--- config.mk ---
export PLATFORM = sky130hd
export DESIGN_NAME = rv32i_mem_arbiter_flat
export DESIGN_NICKNAME = d
export VERILOG_FILES = /design/src/rtl/rv32i_mem_arbiter_if.sv /design/src/rtl/rv32i_mem_arbiter.sv /design/src/flat_wrapper.sv
export SDC_FILE = /design/constraint.sdc
export NUM_CORES = 1
export LEC_CHECK = 0
export CELL_PAD_IN_SITES_DETAIL_PLACEMENT = 1
export CELL_PAD_IN_SITES_GLOBAL_PLACEMENT = 2
export CORE_MARGIN = 2
export CORE_UTILIZATION = 23
export CTS_BUF_LIST = sky130_fd_sc_hd__clkbuf_8
export CTS_CLUSTER_SIZE = 20
export DETAILED_ROUTE_END_ITERATION = 6
export MAX_ROUTING_LAYER = met4
export PLACE_DENSITY = 0.95
export SLEW_MARGIN = 20
export SYNTH_ARGS = -nofsm -noshare
export SYNTH_HDL_FRONTEND = slang
export SYNTH_SLANG_ARGS = --single-unit
--- constraint.sdc ---
create_clock -name clk -period 2.5 [get_ports clk]
set_input_delay 0.375 -clock clk [delete_from_list [all_inputs] [get_ports clk]]
set_output_delay 0.375 -clock clk [all_outputs]
set_load 0.02 [all_outputs]
--- src/rtl/rv32i_mem_arbiter_if.sv ---
`default_nettype none
// +----------------------------------------------------------------------------+
// | Module      : rv32i_mem_arbiter_if                                         |
// | Description : Fetch, load/store and RAM bus bundle for rv32i_mem_arbiter.   |
// | Revision    : 1.0                                                          |
// +----------------------------------------------------------------------------+
interface rv32i_mem_arbiter_if #(
  parameter int ADDR_W = 16
);
  logic              if_req_valid;
  logic              if_req_ready;
  logic [ADDR_W-1:0] if_addr;
  logic              if_rsp_valid;
  logic [31:0]       if_rsp_data;

  logic              d_req_valid;
  logic              d_req_ready;
  logic              d_we;
  logic [3:0]        d_wstrb;
  logic [ADDR_W-1:0] d_addr;
  logic [31:0]       d_wdata;
  logic              d_rsp_valid;
  logic [31:0]       d_rsp_data;

  logic              mem_en;
  logic [3:0]        mem_we;
  logic [ADDR_W-3:0] mem_addr;
  logic [31:0]       mem_wdata;
  logic [31:0]       mem_rdata;

  logic [15:0]       conflict_cnt;

  // Arbiter side
  modport slave (
    input  if_req_valid, if_addr, d_req_valid, d_we, d_wstrb, d_addr, d_wdata, mem_rdata,
    output if_req_ready, if_rsp_valid, if_rsp_data,
    output d_req_ready, d_rsp_valid, d_rsp_data,
    output mem_en, mem_we, mem_addr, mem_wdata, conflict_cnt
  );

  // Core and RAM side
  modport master (
    output if_req_valid, if_addr, d_req_valid, d_we, d_wstrb, d_addr, d_wdata, mem_rdata,
    input  if_req_ready, if_rsp_valid, if_rsp_data,
    input  d_req_ready, d_rsp_valid, d_rsp_data,
    input  mem_en, mem_we, mem_addr, mem_wdata, conflict_cnt
  );
endinterface
`default_nettype wire

--- src/rtl/rv32i_mem_arbiter.sv ---
`default_nettype none
// +----------------------------------------------------------------------------+
// | Module      : rv32i_mem_arbiter                                            |
// | Description : Shares one single-port RAM between fetch and load/store,     |
// |               data-priority with a bounded streak to avoid fetch starving. |
// | Revision    : 1.0                                                          |
// +----------------------------------------------------------------------------+
module rv32i_mem_arbiter #(
  parameter int ADDR_W     = 16,
  parameter int MAX_STREAK = 4
) (
  input  wire logic         clk,
  input  wire logic         rst_n,
  rv32i_mem_arbiter_if.slave bus
);

  localparam logic [3:0]  c_maxStreak = 4'(MAX_STREAK);
  localparam logic [15:0] c_cntMax    = 16'hFFFF;

  typedef enum logic [1:0] {
    OWN_NONE = 2'd0,
    OWN_IF   = 2'd1,
    OWN_DRD  = 2'd2,
    OWN_DWR  = 2'd3
  } owner_t;

  owner_t      r_owner;
  logic [3:0]  r_streak;
  logic [15:0] r_conflictCnt;
  logic [31:0] r_ifRspData;
  logic [31:0] r_dRspData;

  logic w_grantIf;
  logic w_grantD;
  logic w_store;
  logic w_unusedLowBits;

  // Ready depends only on requests and the streak, never on responses.
  always_comb begin
    w_grantD  = bus.d_req_valid & ~(bus.if_req_valid & (r_streak == c_maxStreak));
    w_grantIf = bus.if_req_valid & ~w_grantD;
    w_store   = w_grantD & bus.d_we;
  end

  assign w_unusedLowBits = ^{bus.if_addr[1:0], bus.d_addr[1:0]};

  assign bus.if_req_ready = w_grantIf;
  assign bus.d_req_ready  = w_grantD;

  assign bus.mem_en    = w_grantIf | w_grantD;
  assign bus.mem_we    = w_store ? bus.d_wstrb : 4'b0000;
  assign bus.mem_wdata = w_store ? bus.d_wdata : 32'd0;
  assign bus.mem_addr  = w_grantD  ? bus.d_addr[ADDR_W-1:2]  :
                         w_grantIf ? bus.if_addr[ADDR_W-1:2] : '0;

  assign bus.if_rsp_valid = (r_owner == OWN_IF);
  assign bus.d_rsp_valid  = (r_owner == OWN_DRD) | (r_owner == OWN_DWR);

  // RAM data appears during the response cycle; the hold registers keep it afterwards.
  assign bus.if_rsp_data = (r_owner == OWN_IF)  ? bus.mem_rdata : r_ifRspData;
  assign bus.d_rsp_data  = (r_owner == OWN_DRD) ? bus.mem_rdata :
                           (r_owner == OWN_DWR) ? 32'd0         : r_dRspData;

  assign bus.conflict_cnt = r_conflictCnt;

  always_ff @(posedge clk or negedge rst_n) begin
    if (!rst_n) begin
      r_owner       <= OWN_NONE;
      r_streak      <= 4'd0;
      r_conflictCnt <= 16'd0;
      r_ifRspData   <= 32'd0;
      r_dRspData    <= 32'd0;
    end else begin
      case (r_owner)
        OWN_IF:  r_ifRspData <= bus.mem_rdata;
        OWN_DRD: r_dRspData  <= bus.mem_rdata;
        OWN_DWR: r_dRspData  <= 32'd0;
        default: ;
      endcase

      if (w_grantIf) begin
        r_owner <= OWN_IF;
      end else if (w_grantD) begin
        r_owner <= bus.d_we ? OWN_DWR : OWN_DRD;
      end else begin
        r_owner <= OWN_NONE;
      end

      if (w_grantIf || !bus.if_req_valid) begin
        r_streak <= 4'd0;
      end else if (w_grantD && (r_streak != c_maxStreak)) begin
        r_streak <= r_streak + 4'd1;
      end

      if (bus.if_req_valid && bus.d_req_valid && (r_conflictCnt != c_cntMax)) begin
        r_conflictCnt <= r_conflictCnt + 16'd1;
      end
    end
  end

endmodule
`default_nettype wire
--- src/flat_wrapper.sv ---
// flat-port wrapper written by rule: the top's interface ports become plain ports
module rv32i_mem_arbiter_flat 
#(
  parameter int ADDR_W     = 16,
  parameter int MAX_STREAK = 4
)
  (clk, rst_n, bus_if_req_valid, bus_if_addr, bus_d_req_valid, bus_d_we, bus_d_wstrb, bus_d_addr, bus_d_wdata, bus_mem_rdata, bus_if_req_ready, bus_if_rsp_valid, bus_if_rsp_data, bus_d_req_ready, bus_d_rsp_valid, bus_d_rsp_data, bus_mem_en, bus_mem_we, bus_mem_addr, bus_mem_wdata, bus_conflict_cnt);
  rv32i_mem_arbiter_if #(.ADDR_W(ADDR_W)) bus_i ();
  input  wire logic clk;
  input  wire logic rst_n;
  input wire logic [$bits(bus_i.if_req_valid)-1:0] bus_if_req_valid;
  input wire logic [$bits(bus_i.if_addr)-1:0] bus_if_addr;
  input wire logic [$bits(bus_i.d_req_valid)-1:0] bus_d_req_valid;
  input wire logic [$bits(bus_i.d_we)-1:0] bus_d_we;
  input wire logic [$bits(bus_i.d_wstrb)-1:0] bus_d_wstrb;
  input wire logic [$bits(bus_i.d_addr)-1:0] bus_d_addr;
  input wire logic [$bits(bus_i.d_wdata)-1:0] bus_d_wdata;
  input wire logic [$bits(bus_i.mem_rdata)-1:0] bus_mem_rdata;
  output wire logic [$bits(bus_i.if_req_ready)-1:0] bus_if_req_ready;
  output wire logic [$bits(bus_i.if_rsp_valid)-1:0] bus_if_rsp_valid;
  output wire logic [$bits(bus_i.if_rsp_data)-1:0] bus_if_rsp_data;
  output wire logic [$bits(bus_i.d_req_ready)-1:0] bus_d_req_ready;
  output wire logic [$bits(bus_i.d_rsp_valid)-1:0] bus_d_rsp_valid;
  output wire logic [$bits(bus_i.d_rsp_data)-1:0] bus_d_rsp_data;
  output wire logic [$bits(bus_i.mem_en)-1:0] bus_mem_en;
  output wire logic [$bits(bus_i.mem_we)-1:0] bus_mem_we;
  output wire logic [$bits(bus_i.mem_addr)-1:0] bus_mem_addr;
  output wire logic [$bits(bus_i.mem_wdata)-1:0] bus_mem_wdata;
  output wire logic [$bits(bus_i.conflict_cnt)-1:0] bus_conflict_cnt;
  assign bus_i.if_req_valid = bus_if_req_valid;
  assign bus_i.if_addr = bus_if_addr;
  assign bus_i.d_req_valid = bus_d_req_valid;
  assign bus_i.d_we = bus_d_we;
  assign bus_i.d_wstrb = bus_d_wstrb;
  assign bus_i.d_addr = bus_d_addr;
  assign bus_i.d_wdata = bus_d_wdata;
  assign bus_i.mem_rdata = bus_mem_rdata;
  assign bus_if_req_ready = bus_i.if_req_ready;
  assign bus_if_rsp_valid = bus_i.if_rsp_valid;
  assign bus_if_rsp_data = bus_i.if_rsp_data;
  assign bus_d_req_ready = bus_i.d_req_ready;
  assign bus_d_rsp_valid = bus_i.d_rsp_valid;
  assign bus_d_rsp_data = bus_i.d_rsp_data;
  assign bus_mem_en = bus_i.mem_en;
  assign bus_mem_we = bus_i.mem_we;
  assign bus_mem_addr = bus_i.mem_addr;
  assign bus_mem_wdata = bus_i.mem_wdata;
  assign bus_conflict_cnt = bus_i.conflict_cnt;
  rv32i_mem_arbiter #(.ADDR_W(ADDR_W), .MAX_STREAK(MAX_STREAK)) u_core (.clk(clk), .rst_n(rst_n), .bus(bus_i));
endmodule
==> flow_results.xml, run 1 <==
<?xml version="1.0" encoding="UTF-8"?>
<metrics>
  <group name="power">
    <metric name="power.share.combinational" unit="%">31.7</metric>
    <metric name="power-per-cell-area" unit="nW/µm²">620</metric>
    <metric name="share_of_total_power_consumed_by_net_switching" unit="%">32.4</metric>
    <metric name="clock_power_share" unit="%">28.7</metric>
    <metric name="worst_ir_drop_vdd" unit="mV">0.284</metric>
    <metric name="switching_power" unit="mW">1.40</metric>
    <metric name="power.sequential.fraction" unit="%">39.6</metric>
    <metric name="internal-power" unit="mW">2.93</metric>
    <metric name="cellLeakagePower" unit="nW">3.49</metric>
  </group>
  <group name="global_route">
    <metric name="grt_use_met2" unit="%">27.3</metric>
    <metric name="grt_max_degree" unit="">66</metric>
    <metric name="grt_met1_usage" unit="%">18.5</metric>
    <metric name="grt.overflow.total" unit="">0</metric>
    <metric name="global_route_layer_with_the_greatest_usage" unit="">met2</metric>
    <metric name="grt_use_total" unit="%">15.9</metric>
    <metric name="first_global_vias" unit="">4350</metric>
    <metric name="first_pass_grt_wire_length" unit="mm">23.3</metric>
    <metric name="use_met3" unit="%">2.52</metric>
    <metric name="grt_antenna_before_repair" unit="">0</metric>
  </group>
  <group name="setup_path">
    <metric name="worstPathRequired" unit="ps">2120</metric>
    <metric name="rr_startpoint" unit="">u_core.bus.conflict_cnt[1]$_DFFE_PN0P_</metric>
    <metric name="arrival" unit="ps">2020</metric>
    <metric name="cp_max_fo" unit="">26</metric>
    <metric name="critPathLaunchType" unit="">flip-flop</metric>
    <metric name="reg2reg_setup_slack" unit="ps">650</metric>
    <metric name="worstRegToRegCells" unit="">5</metric>
    <metric name="critPathCaptureType" unit="">output pin</metric>
    <metric name="timing_worst_setup_path_type" unit="">flip-flop to output pin</metric>
    <metric name="worst_r2r_endpoint" unit="">u_core.bus.conflict_cnt[1]$_DFFE_PN0P_</metric>
  </group>
  <group name="yosys">
    <metric name="post_synth_instance_area" unit="µm²">4170</metric>
    <metric name="yosys_warnings" unit="">0</metric>
    <metric name="ys_ff_latch" unit="">86</metric>
    <metric name="synth_cell_type_count" unit="">37</metric>
    <metric name="postSynthCellCount" unit="">432</metric>
    <metric name="synthesis.area_per_instance" unit="µm²">9.66</metric>
    <metric name="sequential_element_share_of_the_synthesized_area" unit="%">51.6</metric>
    <metric name="mappedNetlistNets" unit="">540</metric>
  </group>
  <group name="drt">
    <metric name="routed-via-count" unit="">4053</metric>
    <metric name="drt_iter0_markers" unit="">97</metric>
    <metric name="wirelength" unit="mm">14.8</metric>
    <metric name="avgViaCountPerCell" unit="">4.49</metric>
    <metric name="drt_pre_antenna_iters" unit="">6</metric>
    <metric name="post-route-drc-count" unit="">0</metric>
    <metric name="routed_wire_length_per_instance" unit="µm">16.3</metric>
    <metric name="postRouteAntennaNets" unit="">0</metric>
  </group>
  <group name="worst_hold_path">
    <metric name="min_path_type" unit="">input pin to async pin</metric>
  </group>
  <group name="timing">
    <metric name="timing_worst_slew_pin_value" unit="ps">719</metric>
    <metric name="number_of_setup_violations_in_the_final_report" unit="">0</metric>
    <metric name="max_freq" unit="MHz">417</metric>
    <metric name="timing.final.crit_period" unit="ps">2400</metric>
    <metric name="maxSlewHeadroom" unit="%">52.0</metric>
    <metric name="final_min_period_over_clock_period" unit="%">95.8</metric>
    <metric name="setup_slack" unit="ps">104</metric>
    <metric name="timing_hold_violations_final" unit="">0</metric>
    <metric name="finalSetupTns" unit="ps">0</metric>
    <metric name="finClkSkew" unit="ps">10.8</metric>
    <metric name="finalMaxSlewViolations" unit="">0</metric>
  </group>
  <group name="run_status">
    <metric name="status" unit="">finished, final reports clean</metric>
  </group>
  <group name="clock_tree">
    <metric name="tritoncts.num_buffers" unit="">9</metric>
    <metric name="cts.path.max_buffers" unit="">2</metric>
    <metric name="htree_levels" unit="">3</metric>
    <metric name="worst_skew_pair.late_latency" unit="ps">380</metric>
    <metric name="cts_hold_repair.buffers" unit="">0</metric>
    <metric name="cts_tree" unit="">yes</metric>
    <metric name="numClockSinks" unit="">86</metric>
    <metric name="clkTransAtPathRegs" unit="ps">90</metric>
    <metric name="root_buffer_cell" unit="">sky130_fd_sc_hd__clkbuf_8</metric>
  </group>
  <group name="floorplan">
    <metric name="floorplan.die_area" unit="µm²">19200</metric>
    <metric name="die_height" unit="µm">139</metric>
    <metric name="core_area" unit="µm²">17900</metric>
    <metric name="die_w" unit="µm">139</metric>
    <metric name="initial_core_util" unit="%">23.3</metric>
    <metric name="boundaryPins" unit="">240</metric>
    <metric name="rows" unit="">49</metric>
  </group>
  <group name="layout">
    <metric name="antenna_cells" unit="">0</metric>
    <metric name="num-nets-final" unit="">777</metric>
    <metric name="mostFrequentLayoutCells" unit="">sky130_fd_sc_hd__clkdlybuf4s50_1, sky130_fd_sc_hd__dfrtp_1, sky130_fd_sc_hd__nand2_1, sky130_fd_sc_hd__o21ai_0, sky130_fd_sc_hd__and3_1</metric>
    <metric name="layout-area-overhead-vs-synth" unit="%">67.4</metric>
    <metric name="post_route_cells_drive_above_1_share" unit="%">19.9</metric>
    <metric name="final_core_utilization" unit="%">39.0</metric>
    <metric name="fin_cells" unit="">903</metric>
    <metric name="mostFrequentLayoutCell" unit="">sky130_fd_sc_hd__clkdlybuf4s50_1</metric>
  </group>
  <group name="placement">
    <metric name="detailedPlacementHpwl" unit="mm">11.3</metric>
    <metric name="gp_routability_congestion" unit="">0.765</metric>
    <metric name="placed_cells_incl_taps" unit="">883</metric>
    <metric name="detailedPlace.worstSlack" unit="ps">-13.3</metric>
    <metric name="port_buffers" unit="">235</metric>
  </group>
  <group name="job">
    <metric name="drv_cap" unit="">0</metric>
  </group>
</metrics>
## synth_stat cells, drive strengths merged
cell      n  area (µm²)
nor2b     2        12.5
nand3b    3        22.5
nor3b     1        7.51
dfrtp    86        2150
inv      37         139
nand2b    2        12.5
nor3      5        30.0
a21oi     4        20.0
mux2     35         398
nor4      3        33.8
clkbuf   18        67.6
xnor2     4        35.0
and3     41         257
o2111ai   1        8.76
nand3    20         100
a21o      1        7.51
nor4b     1        8.76
ha        3        37.5
nand2    66         248
and2      1        6.26
or2       2        12.5
nand4     6        73.8
buf       9        43.8
xor2      8        70.1
and4      1        8.76
o21ai    66         334
nor2      6        25.0
## metal layers
layer	share of wire [%]	wire length [µm]
met4	2.2	329
met1	41	6010
met5	0	0
met2	52	7650
met3	5.2	772
## power groups by stage
stage | combinational [mW] | sequential, mW | clock [mW]
5_1_grt | 1.48 | 1.75 | 1.33
3_3_place_gp | 1.47 | 1.74 | 0
2_1_floorplan | 0.631 | 1.77 | 0
4_1_cts | 1.41 | 1.72 | 1.30
3_5_place_dp | 1.49 | 1.75 | 0
6_report | 1.37 | 1.72 | 1.24
## layout make-up
class,instances,area (µm²)
fillers,2072,10900
inverters,37,139
multi-input cells,282,1800
repair buffers,253,2350
clock buffers,10,138
well taps,229,287
flip-flops and latches,86,2150
clock inverters,6,118
## cell families after synthesis
group	share of synthesized area [%]
and+or+nand+nor	20.6
adders and majority gates	0.900
DFF	51.6
buffers and inverters	6.00
AOI/OAI and AO/OA	8.88
muxes	9.54
xor gates and xnor gates	2.52
## stage by stage
| step | hold WS, ps | power (mW) | cell area (µm²) |
|---|---|---|---|
| floorplan | 79.4 | 2.40 | 4170 |
| global placement | 477 | 3.21 | 6880 |
| detailed placement | 477 | 3.24 | 6880 |
| CTS | 35.6 | 4.43 | 7100 |
| global route | 69.5 | 4.56 | 6980 |
| finish | 33.5 | 4.33 | 6980 |
## sequential cells by signal, summed over array words and instances, names as in the netlist
register,cells
u_core.r_owner,2
u_core.bus.conflict_cnt,16
u_core.r_streak,4
u_core.r_dRspData,32
u_core.r_ifRspData,32
## worst max path at each step
stage               slack [ps]                           start            endpoint  cells after the start
finish                     100     u_core.r_owner[1]$_DFF_PN0_  bus_d_rsp_data[11]                      5
detailed placement         -10                bus_if_req_valid     bus_mem_addr[0]                      7
CTS                        0.2  u_core.r_streak[1]$_DFFE_PN0P_   bus_mem_wdata[17]                      8
floorplan                  540  u_core.r_streak[0]$_DFFE_PN0P_    bus_mem_addr[10]                      8
global route                -4  u_core.r_streak[1]$_DFFE_PN0P_       bus_mem_we[3]                      8
global placement            10                bus_if_req_valid     bus_mem_addr[6]                      7
## critical path, stage by stage, from the launching register on
cell                              delay [ps]
sky130_fd_sc_hd__dfrtp_2                 430
sky130_fd_sc_hd__nor2b_4                 200
sky130_fd_sc_hd__buf_12                  190
sky130_fd_sc_hd__nand2_1                  90
sky130_fd_sc_hd__o21ai_0                  80
sky130_fd_sc_hd__clkdlybuf4s50_1         630
## what timing repair did
item | CTS | global route
gates resized for setup | 151 | 69
hold endpoints to repair | 0 | 0
endpoints found under the setup margin | 108 | 63
buffers inserted | 3 | 2
pin swaps | 0 | 2
Power figures use the tool's default switching activity.
==> run 2: changes to the inputs <==
--- a/config.mk
+++ b/config.mk
@@ -5,10 +5,8 @@
 export SDC_FILE = /design/constraint.sdc
 export NUM_CORES = 1
 export LEC_CHECK = 0
-export CELL_PAD_IN_SITES_DETAIL_PLACEMENT = 1
-export CELL_PAD_IN_SITES_GLOBAL_PLACEMENT = 2
 export CORE_MARGIN = 2
-export CORE_UTILIZATION = 23
+export CORE_UTILIZATION = 42
 export CTS_BUF_LIST = sky130_fd_sc_hd__clkbuf_8
 export CTS_CLUSTER_SIZE = 20
 export DETAILED_ROUTE_END_ITERATION = 6
==> run 2 against run 1 <==
- maximum frequency decreased by 0.54%
- count of clock-buffer cells in the layout stayed put
- critical path depth shrank 1
- die area shrank 44%
- combinational power grew 3%
- total power is 3.6% lower
- core utilization grew 31 points
- hold slack lost 13 ps
- sequential cell count unchanged
- routed wire length down 11%
- non-clock buffer count is 3 lower
- sequential power barely moved
==> flow_results.xml, run 2 (synthesis results as in run 1) <==
<?xml version="1.0" encoding="UTF-8"?>
<metrics>
  <group name="timing">
    <metric name="grt_setup_unrepaired" unit="">yes</metric>
    <metric name="finClkSkew" unit="ps">9.53</metric>
    <metric name="finalMaxSlewViolations" unit="">0</metric>
    <metric name="timing_worst_slew_pin_value" unit="ps">593</metric>
    <metric name="timing.final.crit_period" unit="ps">2410</metric>
    <metric name="max_freq" unit="MHz">415</metric>
    <metric name="maxSlewHeadroom" unit="%">60.5</metric>
    <metric name="number_of_setup_violations_in_the_final_report" unit="">0</metric>
    <metric name="timing_hold_violations_final" unit="">0</metric>
    <metric name="final_min_period_over_clock_period" unit="%">96.4</metric>
  </group>
  <group name="setup_path">
    <metric name="rr_startpoint" unit="">u_core.bus.conflict_cnt[0]$_DFFE_PN0P_</metric>
    <metric name="critPathCaptureType" unit="">output pin</metric>
    <metric name="crit_path_start" unit="">u_core.r_owner[1]$_DFF_PN0_</metric>
    <metric name="timing_worst_setup_path_type" unit="">flip-flop to output pin</metric>
    <metric name="arrival" unit="ps">2030</metric>
    <metric name="cp_max_fo" unit="">14</metric>
    <metric name="worstPathRequired" unit="ps">2120</metric>
    <metric name="critPathLaunchType" unit="">flip-flop</metric>
  </group>
  <group name="drt">
    <metric name="drt_iter0_markers" unit="">216</metric>
    <metric name="wirelength" unit="mm">13.1</metric>
    <metric name="postRouteAntennaNets" unit="">0</metric>
    <metric name="routed_wire_length_per_instance" unit="µm">16.3</metric>
    <metric name="post-route-drc-count" unit="">0</metric>
    <metric name="routed-via-count" unit="">4024</metric>
    <metric name="avgViaCountPerCell" unit="">5.00</metric>
    <metric name="drt_pre_antenna_iters" unit="">4</metric>
  </group>
  <group name="global_route">
    <metric name="grt.overflow.total" unit="">0</metric>
    <metric name="first_pass_grt_wire_length" unit="mm">20.3</metric>
    <metric name="first_global_vias" unit="">4105</metric>
    <metric name="grt_max_degree" unit="">66</metric>
    <metric name="grt_use_total" unit="%">24.2</metric>
    <metric name="grt_antenna_before_repair" unit="">0</metric>
  </group>
  <group name="power">
    <metric name="worst_ir_drop_vdd" unit="mV">0.230</metric>
    <metric name="post-layout-total-power" unit="mW">4.17</metric>
    <metric name="power-per-cell-area" unit="nW/µm²">612</metric>
    <metric name="cellLeakagePower" unit="nW">3.43</metric>
  </group>
  <group name="clock_tree">
    <metric name="root_buffer_cell" unit="">sky130_fd_sc_hd__clkbuf_8</metric>
    <metric name="cts.path.max_buffers" unit="">2</metric>
    <metric name="cts_tree" unit="">yes</metric>
    <metric name="cts_hold_repair.buffers" unit="">0</metric>
    <metric name="worst_skew_pair.late_latency" unit="ps">350</metric>
    <metric name="htree_levels" unit="">3</metric>
    <metric name="clkTransAtPathRegs" unit="ps">80</metric>
    <metric name="numClockSinks" unit="">86</metric>
    <metric name="tritoncts.num_buffers" unit="">9</metric>
  </group>
  <group name="job">
    <metric name="drv_cap" unit="">0</metric>
  </group>
  <group name="floorplan">
    <metric name="die_w" unit="µm">104</metric>
    <metric name="rows" unit="">36</metric>
    <metric name="core_area" unit="µm²">9730</metric>
    <metric name="die_height" unit="µm">104</metric>
    <metric name="initial_core_util" unit="%">42.9</metric>
    <metric name="floorplan.die_area" unit="µm²">10700</metric>
    <metric name="boundaryPins" unit="">240</metric>
  </group>
  <group name="run_status">
    <metric name="status" unit="">finished, final reports clean</metric>
  </group>
  <group name="layout">
    <metric name="final_core_utilization" unit="%">70.1</metric>
    <metric name="antenna_cells" unit="">0</metric>
    <metric name="layout-area-overhead-vs-synth" unit="%">63.5</metric>
    <metric name="mostFrequentLayoutCells" unit="">sky130_fd_sc_hd__clkdlybuf4s50_1, sky130_fd_sc_hd__dfrtp_1, sky130_fd_sc_hd__nand2_1, sky130_fd_sc_hd__o21ai_0, sky130_fd_sc_hd__and3_1</metric>
    <metric name="fin_cells" unit="">804</metric>
    <metric name="num-nets-final" unit="">774</metric>
    <metric name="post_route_cells_drive_above_1_share" unit="%">18.9</metric>
    <metric name="finish.instance_area" unit="µm²">6820</metric>
    <metric name="mostFrequentLayoutCell" unit="">sky130_fd_sc_hd__clkdlybuf4s50_1</metric>
  </group>
  <group name="placement">
    <metric name="port_buffers" unit="">235</metric>
    <metric name="postPlaceCellArea" unit="µm²">6750</metric>
    <metric name="gp_routability_congestion" unit="">0.891</metric>
    <metric name="detailedPlacementHpwl" unit="mm">9.81</metric>
    <metric name="placed_cells_incl_taps" unit="">785</metric>
  </group>
  <group name="worst_hold_path">
    <metric name="min_path_type" unit="">input pin to async pin</metric>
  </group>
</metrics>
run 2: cell count changes in the layout (fill, tap and decap cells not counted), sizes merged:
cell / before / now
clkdlybuf4s50: 133 / 154
dlygate4sd2: 35 / 10
clkbuf: 37 / 22
clkinvlp: 1 / 0
inv: 38 / 39
clkinv: 1 / 2
bufinv: 3 / 2
dlymetal6s2s: 16 / 21
buf: 36 / 50
clkdlybuf4s15: 6 / 3
run 2: final timing paths:
| check | end | slack [ps] | cells after the start |
|---|---|---|---|
| worst max-delay path | bus_if_rsp_data[21] | 90 | 4 |
| max in group asynchronous | u_core.bus.conflict_cnt[10]$_DFFE_PN0P_ | 1860 | 2 |
| worst max register to register | u_core.bus.conflict_cnt[1]$_DFFE_PN0P_ | 720 | 5 |
| min in group clk | u_core.r_ifRspData[20]$_DFF_PN0_ | 500 | 1 |
| worst min register to register | u_core.r_ifRspData[20]$_DFF_PN0_ | 500 | 1 |
| worst min-delay path | u_core.bus.conflict_cnt[0]$_DFFE_PN0P_ | 20 | 1 |
run 2: worst max-delay path, cell delays in order (launching register included):
cell                              delay [ps]
sky130_fd_sc_hd__dfrtp_2                 430
sky130_fd_sc_hd__nor2b_4                 180
sky130_fd_sc_hd__buf_12                  170
sky130_fd_sc_hd__mux2_2                  360
sky130_fd_sc_hd__clkdlybuf4s50_1         550
run 2: power breakdown:
group	internal (mW)	switching (mW)	total, mW
combinational	0.686	0.727	1.41
clock	0.580	0.465	1.05
sequential	1.59	0.131	1.72
run 2: timing repair:
item / CTS / global route
endpoints found under the setup margin: 82 / 76
buffers inserted: 1 / 2
gates resized for setup: 137 / 79
pin swaps: 0 / 2
run 2: layer usage:
metal / GRT usage (%) / routed length [µm] / part of all wire (%) / vias to the layer above
met5: - / 0 / 0 / -
met1: 26.2 / 4980 / 38 / 1899
met3: 3.84 / 663 / 5.1 / 31
met4: 13.1 / 427 / 3.3 / 0
met2: 42.7 / 7000 / 54 / 173
li1: - / - / - / 1921
run 2: layout make-up:
cell class,count,area [µm²]
Fill cell,714,2910
Timing Repair Buffer,250,2360
Sequential cell,86,2150
Multi-Input combinational cell,282,1790
Tap cell,133,166
Inverter,37,139
Clock buffer,10,138
Clock inverter,6,77.6
run 2: stage by stage:
stage / hold slack, ps / setup slack [ps] / setup TNS (ps)
2_1_floorplan: 79.4 / 537 / 0
5_1_grt: 64.8 / -30.3 / -43.3
6_report: 20.1 / 91.1 / 0
3_5_place_dp: 414 / -30.0 / -227
3_3_place_gp: 407 / -2.73 / -4.75
4_1_cts: 31.5 / -34.2 / -34.2
